$ cat config.mk
export PLATFORM = sky130hd
export DESIGN_NAME = useq_sequencer
export DESIGN_NICKNAME = d
export VERILOG_FILES = /design/src/rtl/useq_pkg.sv /design/src/rtl/useq_stack.sv /design/src/rtl/useq_sequencer.sv
export SDC_FILE = /design/constraint.sdc
export NUM_CORES = 1
export LEC_CHECK = 0
export CELL_PAD_IN_SITES_DETAIL_PLACEMENT = 0
export CELL_PAD_IN_SITES_GLOBAL_PLACEMENT = 1
export CORE_UTILIZATION = 29
export DETAILED_ROUTE_END_ITERATION = 7
export GPL_ROUTABILITY_DRIVEN = 0
export PLACE_DENSITY_LB_ADDON = 0.1
export SETUP_SLACK_MARGIN = 0.1
export SYNTH_ARGS = -nofsm -noshare
export SYNTH_HDL_FRONTEND = slang
export SYNTH_SLANG_ARGS = --single-unit
$ cat constraint.sdc
create_clock -name clk -period 3.31 [get_ports clk]
set_clock_uncertainty 0.2 [all_clocks]
set_input_delay 0.662 -clock clk [delete_from_list [all_inputs] [get_ports clk]]
set_output_delay 0.662 -clock clk [all_outputs]
set_load 0.005 [all_outputs]
$ cat src/rtl/useq_pkg.sv
// Shared definitions for the microcode sequencer: seq codes, control-word field
// positions and interrupt vector bits.
package useq_pkg;

    typedef enum logic [2:0] {
        SEQ_FETCH     = 3'b000,
        SEQ_NEXT      = 3'b001,
        SEQ_FINISH    = 3'b010,
        SEQ_NEXT_SAVE = 3'b011,
        SEQ_BRANCH    = 3'b100,
        SEQ_CALL      = 3'b101,
        SEQ_RETURN    = 3'b110,
        SEQ_HOLD      = 3'b111
    } seq_e;

    // Control word layout, LSB first: seq, next, fin, we.
    localparam int SEQ_LSB  = 0;
    localparam int SEQ_MSB  = 2;
    localparam int NEXT_LSB = 3;

    function automatic int next_msb(input int uaw);
        return NEXT_LSB + uaw - 3;
    endfunction

    function automatic int fin_lsb(input int uaw);
        return NEXT_LSB + uaw - 2;
    endfunction

    function automatic int fin_msb(input int uaw, input int finw);
        return fin_lsb(uaw) + finw - 1;
    endfunction

    function automatic int we_bit(input int uaw, input int finw);
        return fin_lsb(uaw) + finw;
    endfunction

    // Low bits shared by the NMI and IRQ entry vectors; bit UAW-2 selects NMI.
    localparam logic [6:0] INT_VEC_LO = 7'b1100000;

endpackage

$ cat src/rtl/useq_stack.sv
// Micro-call return-address LIFO. Overflow rewrites the top entry, underflow
// leaves the pointer at zero; both set a sticky error flag.
module useq_stack
    import useq_pkg::*;
#(
    parameter int DEPTH = 2,
    parameter int W     = 9
) (
    input  logic         clk_i,
    input  logic         rst_i,
    input  logic         push_i,
    input  logic         pop_i,
    input  logic [W-1:0] data_i,
    output logic [W-1:0] top_o,
    output logic         full_o,
    output logic         empty_o,
    output logic         err_o
);

    localparam int PW = (DEPTH > 1) ? $clog2(DEPTH) : 1;

    logic [W-1:0] mem_q [DEPTH];
    logic [PW:0]  sp_q, sp_d, sp_m1;
    logic         err_q, err_d;

    assign sp_m1   = sp_q - (PW+1)'(1);
    assign full_o  = (sp_q == (PW+1)'(DEPTH));
    assign empty_o = (sp_q == '0);
    assign top_o   = mem_q[sp_m1[PW-1:0]];
    assign err_o   = err_q;

    always_comb begin
        sp_d  = sp_q;
        err_d = err_q;
        if (push_i) begin
            if (full_o) err_d = 1'b1;
            else        sp_d  = sp_q + (PW+1)'(1);
        end else if (pop_i) begin
            if (empty_o) err_d = 1'b1;
            else         sp_d  = sp_m1;
        end
    end

    always_ff @(posedge clk_i) begin
        if (rst_i) begin
            sp_q  <= '0;
            err_q <= 1'b0;
        end else begin
            sp_q  <= sp_d;
            err_q <= err_d;
        end
    end

    // Storage carries no reset; entries are only read below the pointer.
    always_ff @(posedge clk_i) begin
        if (push_i) begin
            if (full_o) mem_q[sp_m1[PW-1:0]] <= data_i;
            else        mem_q[sp_q[PW-1:0]]  <= data_i;
        end
    end

endmodule

$ cat src/rtl/useq_sequencer.sv
// Microcode sequencer: picks the next ROM micro-address from the current control
// word, opcode, interrupts and rdy. Micro-call stack built only with USEQ_MICROCALL_EN.
module useq_sequencer
    import useq_pkg::*;
#(
    parameter int             OPW         = 8,
    parameter int             UAW         = 9,
    parameter int             CW          = 36,
    parameter int             FINW        = 5,
    parameter int             STACK_DEPTH = 2,
    parameter logic [UAW-1:0] RESET_UA    = 'h1F0
) (
    input  logic            clk,
    input  logic            reset,
    input  logic            rdy,
    input  logic            irq,
    input  logic            nmi,
    input  logic            I,
    input  logic            D,
    input  logic            cond,
    input  logic [OPW-1:0]  opcode,
    input  logic [CW-1:0]   ctrl,
    output logic [UAW-1:0]  uaddr,
    output logic            rom_en,
    output logic            sync,
    output logic            int_take,
    output logic            WE,
    output logic [FINW-1:0] finish,
    output logic            ustack_err
);

    localparam int NEXT_MSB = next_msb(UAW);
    localparam int FIN_LSB  = fin_lsb(UAW);
    localparam int FIN_MSB  = fin_msb(UAW, FINW);
    localparam int WE_BIT   = we_bit(UAW, FINW);

    seq_e           seq;
    logic [UAW-3:0] nxt;
    logic [FINW-1:0] fin_f;
    logic           we_f;
    logic           unused_ctrl;

    assign seq         = seq_e'(ctrl[SEQ_MSB:SEQ_LSB]);
    assign nxt         = ctrl[NEXT_MSB:NEXT_LSB];
    assign fin_f       = ctrl[FIN_MSB:FIN_LSB];
    assign we_f        = ctrl[WE_BIT];
    assign unused_ctrl = ^ctrl[CW-1:WE_BIT+1];

    logic [UAW-1:0]  cur_q, ua_d, cur_inc, bank_ua, fin_ua, op_ua, nmi_ua, irq_ua;
    logic [FINW-1:0] finish_q, finish_d;
    logic            nmi_q, nmi_pend_q, nmi_pend_d, nmi_clr;
    logic            we_q;
    logic            fetch;

    assign cur_inc = cur_q + UAW'(1);
    assign bank_ua = {1'b1, D, nxt};
    assign fin_ua  = {1'b1, D, 2'b10, (UAW-4)'(finish_q)};
    assign op_ua   = {1'b0, opcode};
    assign nmi_ua  = {1'b1, 1'b1, (UAW-2)'(INT_VEC_LO)};
    assign irq_ua  = {1'b1, 1'b0, (UAW-2)'(INT_VEC_LO)};

`ifdef USEQ_MICROCALL_EN
    logic           push, pop, stk_empty, stk_err, unused_stk_full;
    logic [UAW-1:0] stk_top;

    useq_stack #(
        .DEPTH (STACK_DEPTH),
        .W     (UAW)
    ) u_stack (
        .clk_i   (clk),
        .rst_i   (reset),
        .push_i  (push),
        .pop_i   (pop),
        .data_i  (cur_inc),
        .top_o   (stk_top),
        .full_o  (unused_stk_full),
        .empty_o (stk_empty),
        .err_o   (stk_err)
    );
    assign ustack_err = stk_err;
`else
    assign ustack_err = 1'b0;
`endif

    always_comb begin
        ua_d     = cur_q;
        sync     = 1'b0;
        int_take = 1'b0;
        finish_d = finish_q;
        nmi_clr  = 1'b0;
        fetch    = 1'b0;
`ifdef USEQ_MICROCALL_EN
        push     = 1'b0;
        pop      = 1'b0;
`endif
        if (reset) begin
            ua_d = RESET_UA;
        end else if (rdy) begin
            case (seq)
                SEQ_FETCH:     fetch = 1'b1;
                SEQ_NEXT:      ua_d  = bank_ua;
                SEQ_FINISH:    ua_d  = fin_ua;
                SEQ_NEXT_SAVE: begin
                    ua_d     = bank_ua;
                    finish_d = fin_f;
                end
                SEQ_BRANCH:    ua_d  = cond ? bank_ua : cur_inc;
                SEQ_CALL: begin
                    ua_d = bank_ua;
`ifdef USEQ_MICROCALL_EN
                    push = 1'b1;
`endif
                end
                SEQ_RETURN: begin
`ifdef USEQ_MICROCALL_EN
                    // Underflow falls back to an opcode fetch without interrupt checks.
                    pop  = 1'b1;
                    ua_d = stk_empty ? op_ua : stk_top;
                    sync = stk_empty;
`else
                    fetch = 1'b1;
`endif
                end
                SEQ_HOLD:      ua_d  = cur_q;
                default:       ua_d  = cur_q;
            endcase

            if (fetch) begin
                if (nmi_pend_q) begin
                    ua_d     = nmi_ua;
                    int_take = 1'b1;
                    nmi_clr  = 1'b1;
                end else if (irq && !I) begin
                    ua_d     = irq_ua;
                    int_take = 1'b1;
                end else begin
                    ua_d = op_ua;
                    sync = 1'b1;
                end
            end
        end
    end

    // A fresh NMI edge on the same cycle as the clear keeps the request pending.
    assign nmi_pend_d = (nmi && !nmi_q) || (nmi_pend_q && !nmi_clr);

    always_ff @(posedge clk) begin
        if (reset) begin
            cur_q      <= RESET_UA;
            finish_q   <= '0;
            nmi_q      <= 1'b0;
            nmi_pend_q <= 1'b0;
            we_q       <= 1'b0;
        end else begin
            cur_q      <= ua_d;
            finish_q   <= finish_d;
            nmi_q      <= nmi;
            nmi_pend_q <= nmi_pend_d;
            if (rdy) we_q <= we_f;
        end
    end

    assign uaddr  = ua_d;
    assign rom_en = rdy | reset;
    assign WE     = we_q;
    assign finish = finish_q;

endmodule

# --- Word-level counts from Yosys, hierarchy flattened ---
# Index checks and enable logic that the tools add are counted.
classes:
  add_sub_neg: 1
  mul: 0
  div_mod_pow: 0
  magnitude_cmp: 0
  eq_ne: 6
  shift: 0
  mux: 24
  n_bitwise: 1
  n_reduce_logical: 11
op_table:
  columns: ["cell", "n"]
  rows:
  - ["9-bit 2-to-1 mux", 6]
  - ["9-bit one-hot mux with 3 select lines", 1]
  - ["1-bit 2-to-1 mux", 17]
  - ["9-bit by 1-bit adder with 9-bit output (second input constant)", 1]
  - ["3-bit == test (second input constant)", 3]
  - ["3-bit by 2-bit == test with 1-bit output (second input constant)", 2]
  - ["3-bit by 1-bit == test with 1-bit output (second input constant)", 1]
  - ["1-bit logical AND", 3]
  - ["1-bit logical NOT", 3]
  - ["3-bit logical NOT", 1]
  - ["3-bit OR reduction", 1]
  - ["2-bit AND reduction", 1]
  - ["2-bit OR reduction", 1]
  - ["1-bit logical OR", 1]
  - ["1-bit bitwise OR", 1]
totals:
  regBits: 17
  latchBits: 0
  ramBits: 0
  mem_bits_ro: 0
  in_bits: 52
  output_inout_bits: 19
  wordCells: 48
  mem_count: 0

# --- Logic depth before layout (Yosys ltp) ---
# Gate-level depths: netlist of run 1.
logic_depth:
  ltp_word: 11
  mapped_depth: 7

# --- Least setup slack after synthesis of run 1 ---
# Ideal clock, no wire load.
synth_path:
  path_type: "input to output"
  from: "input port ctrl[1]"
  to: "output port uaddr[3]"
  t_arrival_ns: 1.889
  t_required_ns: 2.448
  path_slack_ns: 0.559
  path_stages: 5
  cell_sequence: "buf_6 -> or4b_4 -> o221ai_2 -> a32oi_1 -> a211oi_1"
synth_between:
  elab_chain_len: 8
  elab_cells_between_ends: 16
  classes_between: "eq/ne: 6; mux: 7; reduce/logical: 3"
synth_rtl:
  columns: ["element", "line", "text"]
  rows:
  - ["from (decl)", "useq_sequencer.sv:22", "input logic [CW-1:0] ctrl,"]
  - ["3-bit == test / 3-bit logical NOT (equally long branches)", "useq_sequencer.sv:99", "case (seq)"]
  - ["2-bit OR reduction (no line)", null, null]
  - ["1-bit 2-to-1 mux", "useq_sequencer.sv:99", null]
  - ["1-bit 2-to-1 mux", "useq_sequencer.sv:98", "end else if (rdy) begin"]
  - ["1-bit 2-to-1 mux", "useq_sequencer.sv:96", "if (reset) begin"]
  - ["9-bit 2-to-1 mux (*)", "useq_sequencer.sv:128", "if (fetch) begin"]
  - ["9-bit 2-to-1 mux (*)", "useq_sequencer.sv:98", null]
  - ["9-bit 2-to-1 mux (*)", "useq_sequencer.sv:96", null]
  - ["to (decl)", "useq_sequencer.sv:23", "output logic [UAW-1:0] uaddr,"]
# Mark *: on every way between the ends. The rest lies on a longest branch, timed or not. The select of a mux whose other input is x is not followed.

# --- Final worst setup path of run 1 ---
layout_path:
  from: "input port rdy"
  to: "output port int_take"
layout_between:
  elab_chain_len: 2
layout_rtl:
  columns: ["element", "line", "text"]
  rows:
  - ["from (decl)", "useq_sequencer.sv:15", "input logic rdy,"]
  - ["1-bit 2-to-1 mux", "useq_sequencer.sv:98", null]
  - ["1-bit 2-to-1 mux", "useq_sequencer.sv:96", null]
  - ["to (decl)", "useq_sequencer.sv:26", "output logic int_take,"]
# Every way passes these cells.

==> summary.txt, run 1 <==
Run status
  • Status: finished clean

Logic synthesis
  • Yosys reg bits: 17
  • Synth Instances: roughly 180
  • Post-synth ARST share: 0%
  • Syn nets: around 230
  • Syn avg cell area: ~7.7 um2
  • Largest area contributor in the netlist: dfxtp_1
  • EDFF count, synth: 0
  • Dominant synthesized flop cell: dfxtp_1
  • Distinct cells, synth: 50
  • Post-synth top area share: about 25%
  • Top post-synthesis cells by area: dfxtp_1 (25%), mux2i_1 (4.4%), a21oi_1 (4.0%), o21ai_0 (4.0%), a211oi_1 (3.3%)
  • Post-Syn Area: 1380 um2
  • Warnings from Yosys: 0
  • Seq/Total Area, Yosys: 24.7%

Clock tree
  • CTS Sinks: 17
  • Clk Latency, worst-skew pair: 270 ps
  • Cts bufs inserted: 3
  • Cts hold-fix bufs: 0
  • CTS tree: done
  • Worst-path clk slew: roughly 80 ps
  • Root Driver: clkbuf_8
  • Clk buf depth: 2
  • Deepest level of the CTS H-tree: 1

Global routing
  • Global-route wire length before repair: 8.71 mm
  • Largest net degree at the start of global routing: 20
  • Tot GR Track Use: 21.9%
  • Congestion Overflow GR: 0
  • Vias in the first global route: ~1,800
  • Initial antenna violation count: 0

Placed design
  • DPL Wire Length: 3.84 mm
  • Placed cell area: 2150 um2
  • Port-buffer cells: 49

Critical path
  • WP data required: 2450 ps
  • FF-to-FF End: cur_q[6]
  • Startpoint Class: input pin
  • Worst setup path endpoint: int_take
  • Worst EP arrival: 2280 ps
  • CP Capture Type: output port
  • Critical-path maximum fanout: 8
  • FF-to-FF setup slack: roughly 330 ps
  • Worst R2R Start: cur_q[0]
  • Crit path kind: input pin to output port
  • R2R cell count: 16
  • Crit path from: rdy

Floorplan
  • Die area: between 5000 and 6000 um2
  • Ports: 71
  • Cell Rows: 24
  • Die H: 70.9 um
  • Die Wd: 70.9 um
  • Core area: 4440 um2
  • Starting Density: 30.9%

Drt
  • Routed via count: about 1,800
  • Antenna-violating nets left: 0
  • DR WL/cell: 16.1 um
  • DRC Markers: 0
  • First-pass DRT Iterations: 6
  • DRT iter0 DRCs: 119
  • Vias per cell: between 5 and 6
  • Post-Route WL: 5.25 mm

Timing
  • Final-report setup violation count: 0
  • RSZ-0062 raised after global routing: yes
  • Final period util: 95.0%
  • Final min period: 3150 ps
  • FMAX: 0.318 GHz
  • Count of final hold-check violations: 0
  • Max-slew violations: 0

Worst hold path
  • Worst hold stages: 2
  • Hold crit path type: register to register
  • Worst Hold Launch: nmi_q

Power
  • Total Power: 0.676 mW
  • PwrDens: 274 nW/um2
  • Worst VDD drop: about 0.21 mV
  • Leakage: 1.04 nW

Job
  • Max-Cap Viols: 0

Final layout
  • Design area: 2470 um2
  • Final nets: 328
  • Area growth, synth to finish: 79.8%
  • Post-layout util: between 50% and 60%
  • ANT cells: 0
  • Share of cells above drive strength 1: approximately a third
-- synth_stat cells, types with 3 or more instances --
cell      count
o221ai_1      3
a31oi_1       6
o21ai_0      11
nor2_1       12
nand3_1       6
nor3_1        3
a21oi_1      11
dfxtp_1      17
nor2b_1       5
nand2b_1      4
mux2i_1       6
inv_1         5
clkbuf_1      9
a22oi_1       4
nand2_1      12
buf_4         3
a221o_1       4
o21bai_1      3
a211oi_1      6
o21a_1        4
-- per-layer routing --
metal	track usage [%]	wire length (um)	up-vias
met1	26.4	2310	851
met4	5.33	83	0
met2	40.1	2690	40
li1	-	-	874
met5	0	0	-
met3	4.13	166	11
-- area by class of cell --
type	count	area [um2]
Clock inverter	1	7.51
Inverter	7	32.5
Tap cell	52	65.1
Fill cell	412	1970
Timing Repair Buffer	106	916
Clock buffer	3	41.3
Sequential cell	17	340
Multi-Input combinational cell	140	1070
-- registers in the layout (all words and copies together) (netlist names) --
| register | cells |
|---|---|
| cur_q | 9 |
| finish | 5 |
| WE | 1 |
| nmi_pend_q | 1 |
| nmi_q | 1 |
-- how the worst min path moves through the flow --
stage | end | slack (ps)
finish | nmi_pend_q | 290
global route | nmi_pend_q | 350
CTS | nmi_pend_q | 300
detailed placement | nmi_pend_q | 290
global placement | nmi_pend_q | 270
floorplan | nmi_pend_q | 260
-- logic make-up after synthesis --
kind of cell               after synthesis  synth area share [%]
adders and majority gates                1                 0.910
AOI/OAI and AO/OA                       73                  38.1
xor gates and xnor gates                 4                  2.55
DFF                                     17                  24.8
and+or+nand+nor                         55                  21.5
other                                    1                 0.273
muxes                                    6                  4.37
buffers and inverters                   22                  7.55
-- report_power, final --
group / internal, mW / switching [mW] / total (mW)
Clock: 0.0852 / 0.0887 / 0.174
Combinational: 0.152 / 0.114 / 0.266
Sequential: 0.217 / 0.0189 / 0.236
Total: 0.455 / 0.222 / 0.676
-- through the flow --
| step | hold WS [ps] | TNS [ps] | setup slack (ps) | cells |
|---|---|---|---|---|
| 4_1_cts | 301 | 0 | 13.8 | 325 |
| 6_report | 289 | 0 | 164 | 326 |
| 5_1_grt | 348 | 0 | 63.2 | 326 |
| 2_1_floorplan | 262 | 0 | 559 | 179 |
| 3_3_place_gp | 270 | -3620 | -449 | 304 |
| 3_5_place_dp | 287 | -3840 | -478 | 304 |
-- placed cells by master (no fill, tap or decap), drive strengths merged, types with 3 or more instances in the layout --
| cell | instances |
|---|---|
| buf | 60 |
| clkdlybuf4s50 | 33 |
| dfxtp | 17 |
| nor2 | 12 |
| nand2 | 12 |
| o21ai | 11 |
| a21oi | 11 |
| dlygate4sd2 | 7 |
| nand3 | 6 |
| a31oi | 6 |
| mux2i | 6 |
| a211oi | 6 |
| inv | 5 |
| clkbuf | 5 |
| nor2b | 5 |
| a22oi | 4 |
| o21a | 4 |
| a221o | 4 |
| nand2b | 4 |
| o221ai | 4 |
| o21bai | 3 |
| nor3 | 3 |
| clkdlybuf4s15 | 3 |
-- timing repair --
action | CTS | global route
endpoints found under the setup margin | 11 | 10
pin swaps | 9 | 3
gates cloned | 0 | 0
gates resized for setup | 53 | 21
setup buffers | 17 | 2
-- critical path, stage by stage --
cell             delay [ps]
clkdlybuf4s50_1         470
nor2b_2                 190
buf_4                   200
o21ai_0                  90
nor3_1                  140
clkdlybuf4s50_1         540
No activity file was read; power rests on OpenSTA's default activity.
==> inputs of run 2 (changes only) <==
Settings changed: HOLD_SLACK_MARGIN set to 0.1, MAX_ROUTING_LAYER set to met4.
==> run 2 against run 1 <==
Net effect: critical path depth is the same; combinational power about the same; register-to-register slack about the same; count of clock-buffer cells in the layout stayed put; non-clock buffer count is the same; via count up 0.45%; die area unchanged; flip-flop and latch count unchanged; utilization did not move; power fell by 0.10%; largest cell class unchanged.
==> summary.txt, run 2 (synthesis results as in run 1) <==
Floorplan
  • Die area: 5020 um2 (unchanged)
  • Core area: 4440 um2 (unchanged)
  • Cell Rows: 24 (unchanged)
  • Die H: 70.9 um (unchanged)
  • Die Wd: 70.9 um (unchanged)
  • Starting Density: 30.9% (unchanged)
  • Ports: 71 (unchanged)

Critical path
  • R2R cell count: 16 (unchanged)
  • Startpoint Class: input pin (unchanged)
  • FF-to-FF End: cur_q[6] (unchanged)
  • CP Capture Type: output port (unchanged)
  • Crit path kind: input pin to output port (unchanged)
  • Worst EP arrival: 2290 ps (was 2280 ps)
  • Worst R2R Start: cur_q[0] (unchanged)
  • Critical-path maximum fanout: 8 (unchanged)
  • FF-to-FF setup slack: 340 ps (was 330 ps)
  • WP data required: 2450 ps (about the same)

Drt
  • Post-Route WL: 5.23 mm (was 5.25 mm)
  • Antenna-violating nets left: 0 (unchanged)
  • Routed via count: 1,784 (was 1,776)
  • DR WL/cell: 16.0 um (was 16.1 um)
  • DRT iter0 DRCs: 117 (was 119)
  • Vias per cell: 5.47 (was 5.45)
  • First-pass DRT Iterations: 6 (unchanged)
  • DRC Markers: 0 (unchanged)

Final layout
  • Area growth, synth to finish: 79.8% (unchanged)
  • Final nets: 328 (unchanged)
  • Max reg flops: 9 (unchanged)
  • Most flops, register: cur_q (unchanged)
  • Most common cell after layout, fill and taps aside: buf_4 (unchanged)
  • Commonest non-fill, non-tap cells in the layout: buf_4 (53), clkdlybuf4s50_1 (33), dfxtp_1 (17) (unchanged)
  • Post-layout util: 55.6% (unchanged)
  • Fin cells: 326 (unchanged)
  • Share of cells above drive strength 1: 34.7% (unchanged)
  • ANT cells: 0 (unchanged)

Clock tree
  • Worst-path clk slew: 80 ps (about the same)
  • Deepest level of the CTS H-tree: 1 (unchanged)
  • CTS tree: done (unchanged)
  • Root Driver: clkbuf_8 (unchanged)
  • CTS Sinks: 17 (unchanged)
  • Cts bufs inserted: 3 (unchanged)
  • Clk buf depth: 2 (unchanged)
  • Clk Latency, worst-skew pair: 270 ps (about the same)

Worst hold path
  • WHS Endpoint: nmi_pend_q (unchanged)
  • Worst Hold Launch: nmi_q (unchanged)
  • Hold crit path type: register to register (unchanged)
  • Worst hold stages: 2 (unchanged)

Global routing
  • Congestion Overflow GR: 0 (unchanged)
  • Largest net degree at the start of global routing: 20 (unchanged)
  • Tot GR Track Use: 22.6% (was 21.9%)
  • Vias in the first global route: 1,829 (was 1,835)
  • Global-route wire length before repair: 8.71 mm (unchanged)
  • Initial antenna violation count: 0 (unchanged)

Placed design
  • DPL Wire Length: 3.84 mm (unchanged)
  • Port-buffer cells: 49 (unchanged)
  • Placed cells: 304 (unchanged)

Job
  • Max-Cap Viols: 0 (unchanged)

Run status
  • Status: finished clean (unchanged)

Power
  • PwrDens: 273 nW/um2 (was 274 nW/um2)
  • Total net switching power: 0.221 mW (was 0.222 mW)
  • Worst VDD drop: 0.212 mV (about the same)
  • Switch share: 32.7% (was 32.8%)
  • Combinational fraction of design power: 39.3% (was 39.4%)
  • Clock power share: 25.7% (about the same)
  • Internal power: 0.455 mW (about the same)
  • Leakage: 1.04 nW (unchanged)
  • Register share of total power: 35.0% (was 34.9%)

Timing
  • Count of final hold-check violations: 0 (unchanged)
  • Final period util: 95.2% (was 95.0%)
  • FMAX: 0.317 GHz (was 0.318 GHz)
  • Final-report setup violation count: 0 (unchanged)
  • Final min period: 3150 ps (about the same)
  • RSZ-0062 raised after global routing: yes (unchanged)
  • Hold WS: 289 ps (about the same)
  • Max-slew violations: 0 (unchanged)
[run 2: cell counts in the layout (fill, tap and decap cells not counted)]
No cell type changed its count.
[run 2: power by group through the flow]
stage	clock network (mW)	registers (mW)	logic (mW)
after floorplan	0	0.231	0.104
after global placement	0	0.239	0.214
after detailed placement	0	0.239	0.218
after CTS	0.182	0.235	0.255
after global routing	0.192	0.239	0.288
final	0.174	0.236	0.266
[run 2: worst max-delay path by stage]
stage	depth (start not counted)	endpoint	slack (ps)	start
2_1_floorplan	5	uaddr[3]	560	ctrl[1]
3_3_place_gp	8	uaddr[3]	-450	ctrl[0]
3_5_place_dp	7	uaddr[7]	-480	ctrl[0]
4_1_cts	17	cur_q[6]	10	ctrl[0]
5_1_grt	6	uaddr[7]	60	D
6_report	6	int_take	160	rdy
[run 2: metrics by stage]
stage	setup WS (ps)	instance area, um2	TNS [ps]	power [mW]
floorplan	559	1380	0	0.334
global placement	-449	2150	-3620	0.453
detailed placement	-478	2150	-3840	0.457
CTS	13.8	2430	0	0.672
global route	63.2	2470	0	0.718
finish	157	2470	0	0.676
[run 2: repair_timing]
action                                  in CTS  in global routing
pin swaps                                    9                  3
endpoints found under the setup margin      11                 10
setup buffers                               17                  2
resized for setup                           53                 21
cloned                                       0                  0
hold buffers                                 0                  0
[run 2: layout make-up]
cell class	count	area (um2)
Fill cell	412	1970
Multi-Input combinational cell	140	1070
Timing Repair Buffer	106	916
Sequential cell	17	340
Tap cell	52	65.1
Clock buffer	3	41.3
Inverter	7	32.5
Clock inverter	1	7.51
[run 2: routing by layer]
metal / up-vias / wire length [um] / track usage [%]
li1: 874 / - / -
met1: 850 / 2290 / 26.9
met4: 0 / 108 / 5.33
met2: 47 / 2640 / 39.6
met5: - / 0 / -
met3: 13 / 186 / 3.99
[run 2: critical path, cell delays in order]
cell and delay [ps]:
clkdlybuf4s50_1 470, nor2b_2 190, buf_4 200, o21ai_0 90, nor3_1 140, clkdlybuf4s50_1 540
==> RTL edit (flow settings as in run 1) <==
`SEQ_MSB`: 2 -> 1.
--- a/src/rtl/useq_pkg.sv
+++ b/src/rtl/useq_pkg.sv
@@ -15,7 +15,7 @@
 
     // Control word layout, LSB first: seq, next, fin, we.
     localparam int SEQ_LSB  = 0;
-    localparam int SEQ_MSB  = 2;
+    localparam int SEQ_MSB  = 1;
     localparam int NEXT_LSB = 3;
 
     function automatic int next_msb(input int uaw);
Formal check against the unedited RTL: not equivalent (a bounded check fails within 4 cycles, from zero or initial values and one cycle with reset high).
==> RTL edit against run 1 <==
  * Setup slack improved by 44 ps
  * Power is 32% lower
  * Final area fell by 41%
  * Area after synthesis down 39%
  * Routed wire length shrank 54%
  * Critical path depth stayed put
  * Combinational power down 53%
  * Sequential cell count unchanged
  * First-iteration DRC count shrank 79%
  * Critical path type unchanged
  * Non-clock buffer count fell by 47
==> RTL edit: results (changes against run 1) <==
* Inserted Diodes at 0 (unchanged)
* Clk buf depth at 2 (unchanged)
* Leak at 0.605 nW (-42%)
* Largest fanout on the critical path at 8 (unchanged)
* YS warnings at 0 (unchanged)
* Synth cell types at 26 (-48%)
* Top cell types by occurrence after synthesis: 17 x dfxtp_1, 10 x nor2_1, 8 x a31oi_1
* Largest net degree at the start of global routing at 14 (-30%)
* Most flop-heavy register: cur_q
* Worst R2R Setup Slack at 1890 ps (+1560 ps)
* CTS H-tree lvls at 1 (unchanged)
* DR iter-0 viols at 25 (-79%)
* Clock slew at reported path FFs at 100 ps (+20 ps)
* Share of layout cells above drive strength 1 at 0.162 (-0.184)
* Max FFs per register at 9 (unchanged)
* Global-route wire length before repair at 3800 um (-56%)
* Worst endpoint data arrival time at 2240 ps (-40 ps)
* HP Class: flip-flop to flip-flop
* Total CTS buffers at 3 (unchanged)
* Total track usage at 0.154 (-0.0648)
* Leading post-synthesis cells by cell area: dfxtp_1 40%, mux2i_1 7.1%, a31oi_1 5.9%
* Vias per cell at 5.05 (-7.3%)
* Nets at 207 (-37%)
* Outcome: completed
* WL per Instance at 13.0 um (-19%)
* Fill cell count at 257 (-38%)
* Period minus WS final at 3100 ps (-44.4 ps)
* Dpl hpwl at 1880 um (-51%)
* Fraction of registers with async set/reset at 0 (unchanged)
* Root Driver: clkbuf_4
* Sequential area share after synthesis at 0.404 (+0.157)
* Syn_nets at 149 (-36%)
* Port buffer count at 47 (-4.1%)
* Vias in the first global route at 856 (-53%)
* IR Drop Worst-Case VDD at 0.245 mV (+15%)
* 1st-pass router iterations at 4 (-2)
* Post-place setup slack at -72.9 ps (+405 ps)
* Clock Latency Late Sink at 290 ps (+20 ps)
* Initial antenna violation count at 0 (unchanged)
[RTL edit: cell count changes after synthesis, moves of 3 or more]
cell      change
nand2_1      -12
clkbuf_1      -7
a211oi_1      -6
a21oi_1       -6
o21ai_0       -6
a221o_1       -4
o21a_1        -4
inv_1         -3
o21bai_1      +3
o221ai_1      -3
[RTL edit: per-layer routing]
layer	up-vias	track usage	share of wire
li1	476	-	-
met1	429	0.208	0.48
met2	25	0.234	0.45
met3	4	0.0372	0.048
met4	0	0.0697	0.014
met5	-	0	0
[RTL edit: logic make-up after synthesis]
| logic type | count (synthesis) | synth area share |
|---|---|---|
| other | 1 | 0.00445 |
| and+or+nand+nor | 31 | 0.199 |
| buffers and inverters | 8 | 0.0446 |
| AOI/OAI and AO/OA | 34 | 0.276 |
| muxes | 6 | 0.0713 |
| DFF | 17 | 0.404 |
[RTL edit: what timing repair did]
item,4_1_cts,5_1_grt
pin swaps,0,1
cloned,0,0
hold buffers,0,0
setup buffers,0,0
endpoints found under the setup margin,8,7
gates resized for setup,4,6
[RTL edit: worst paths after layout]
kind,cells after the start,end,start
worst max-delay path,6,uaddr[8],rdy
worst max register to register,3,cur_q[6],nmi_pend_q
worst min register to register,2,cur_q[7],cur_q[7]
worst min-delay path,2,cur_q[7],cur_q[7]
[RTL edit: layout make-up]
| type | count | area [um^2] | share of cell area |
|---|---|---|---|
| Clock buffer | 4 | 26.3 | 0.0179 |
| Timing Repair Buffer | 59 | 567 | 0.386 |
| Multi-Input combinational cell | 72 | 489 | 0.333 |
| Tap cell | 31 | 38.8 | 0.0264 |
| Sequential cell | 17 | 340 | 0.232 |
| Inverter | 2 | 7.51 | 0.00511 |
[RTL edit: power breakdown]
part	switching [mW]	internal (mW)	leakage, nW
clock network	0.0668	0.0468	0.0150
registers	0.00605	0.216	0.140
logic	0.0468	0.0779	0.450
[RTL edit: per-stage QoR]
stage | hold WS (ps) | util | instance area (um^2) | TNS, ps | instances
2_1_floorplan | 233 | - | 842 | 0 | 97
3_3_place_gp | 243 | 0.512 | 1410 | -255 | 181
3_5_place_dp | 248 | 0.512 | 1410 | -302 | 181
4_1_cts | 274 | 0.523 | 1440 | 0 | 185
5_1_grt | 313 | 0.533 | 1470 | 0 | 185
6_report | 267 | 0.533 | 1470 | 0 | 185
[RTL edit: critical path: stages]
cell             delay [ps]
clkdlybuf4s50_1         470
buf_4                   170
inv_1                   120
nor3_2                  260
o21bai_1                110
clkdlybuf4s50_1         450
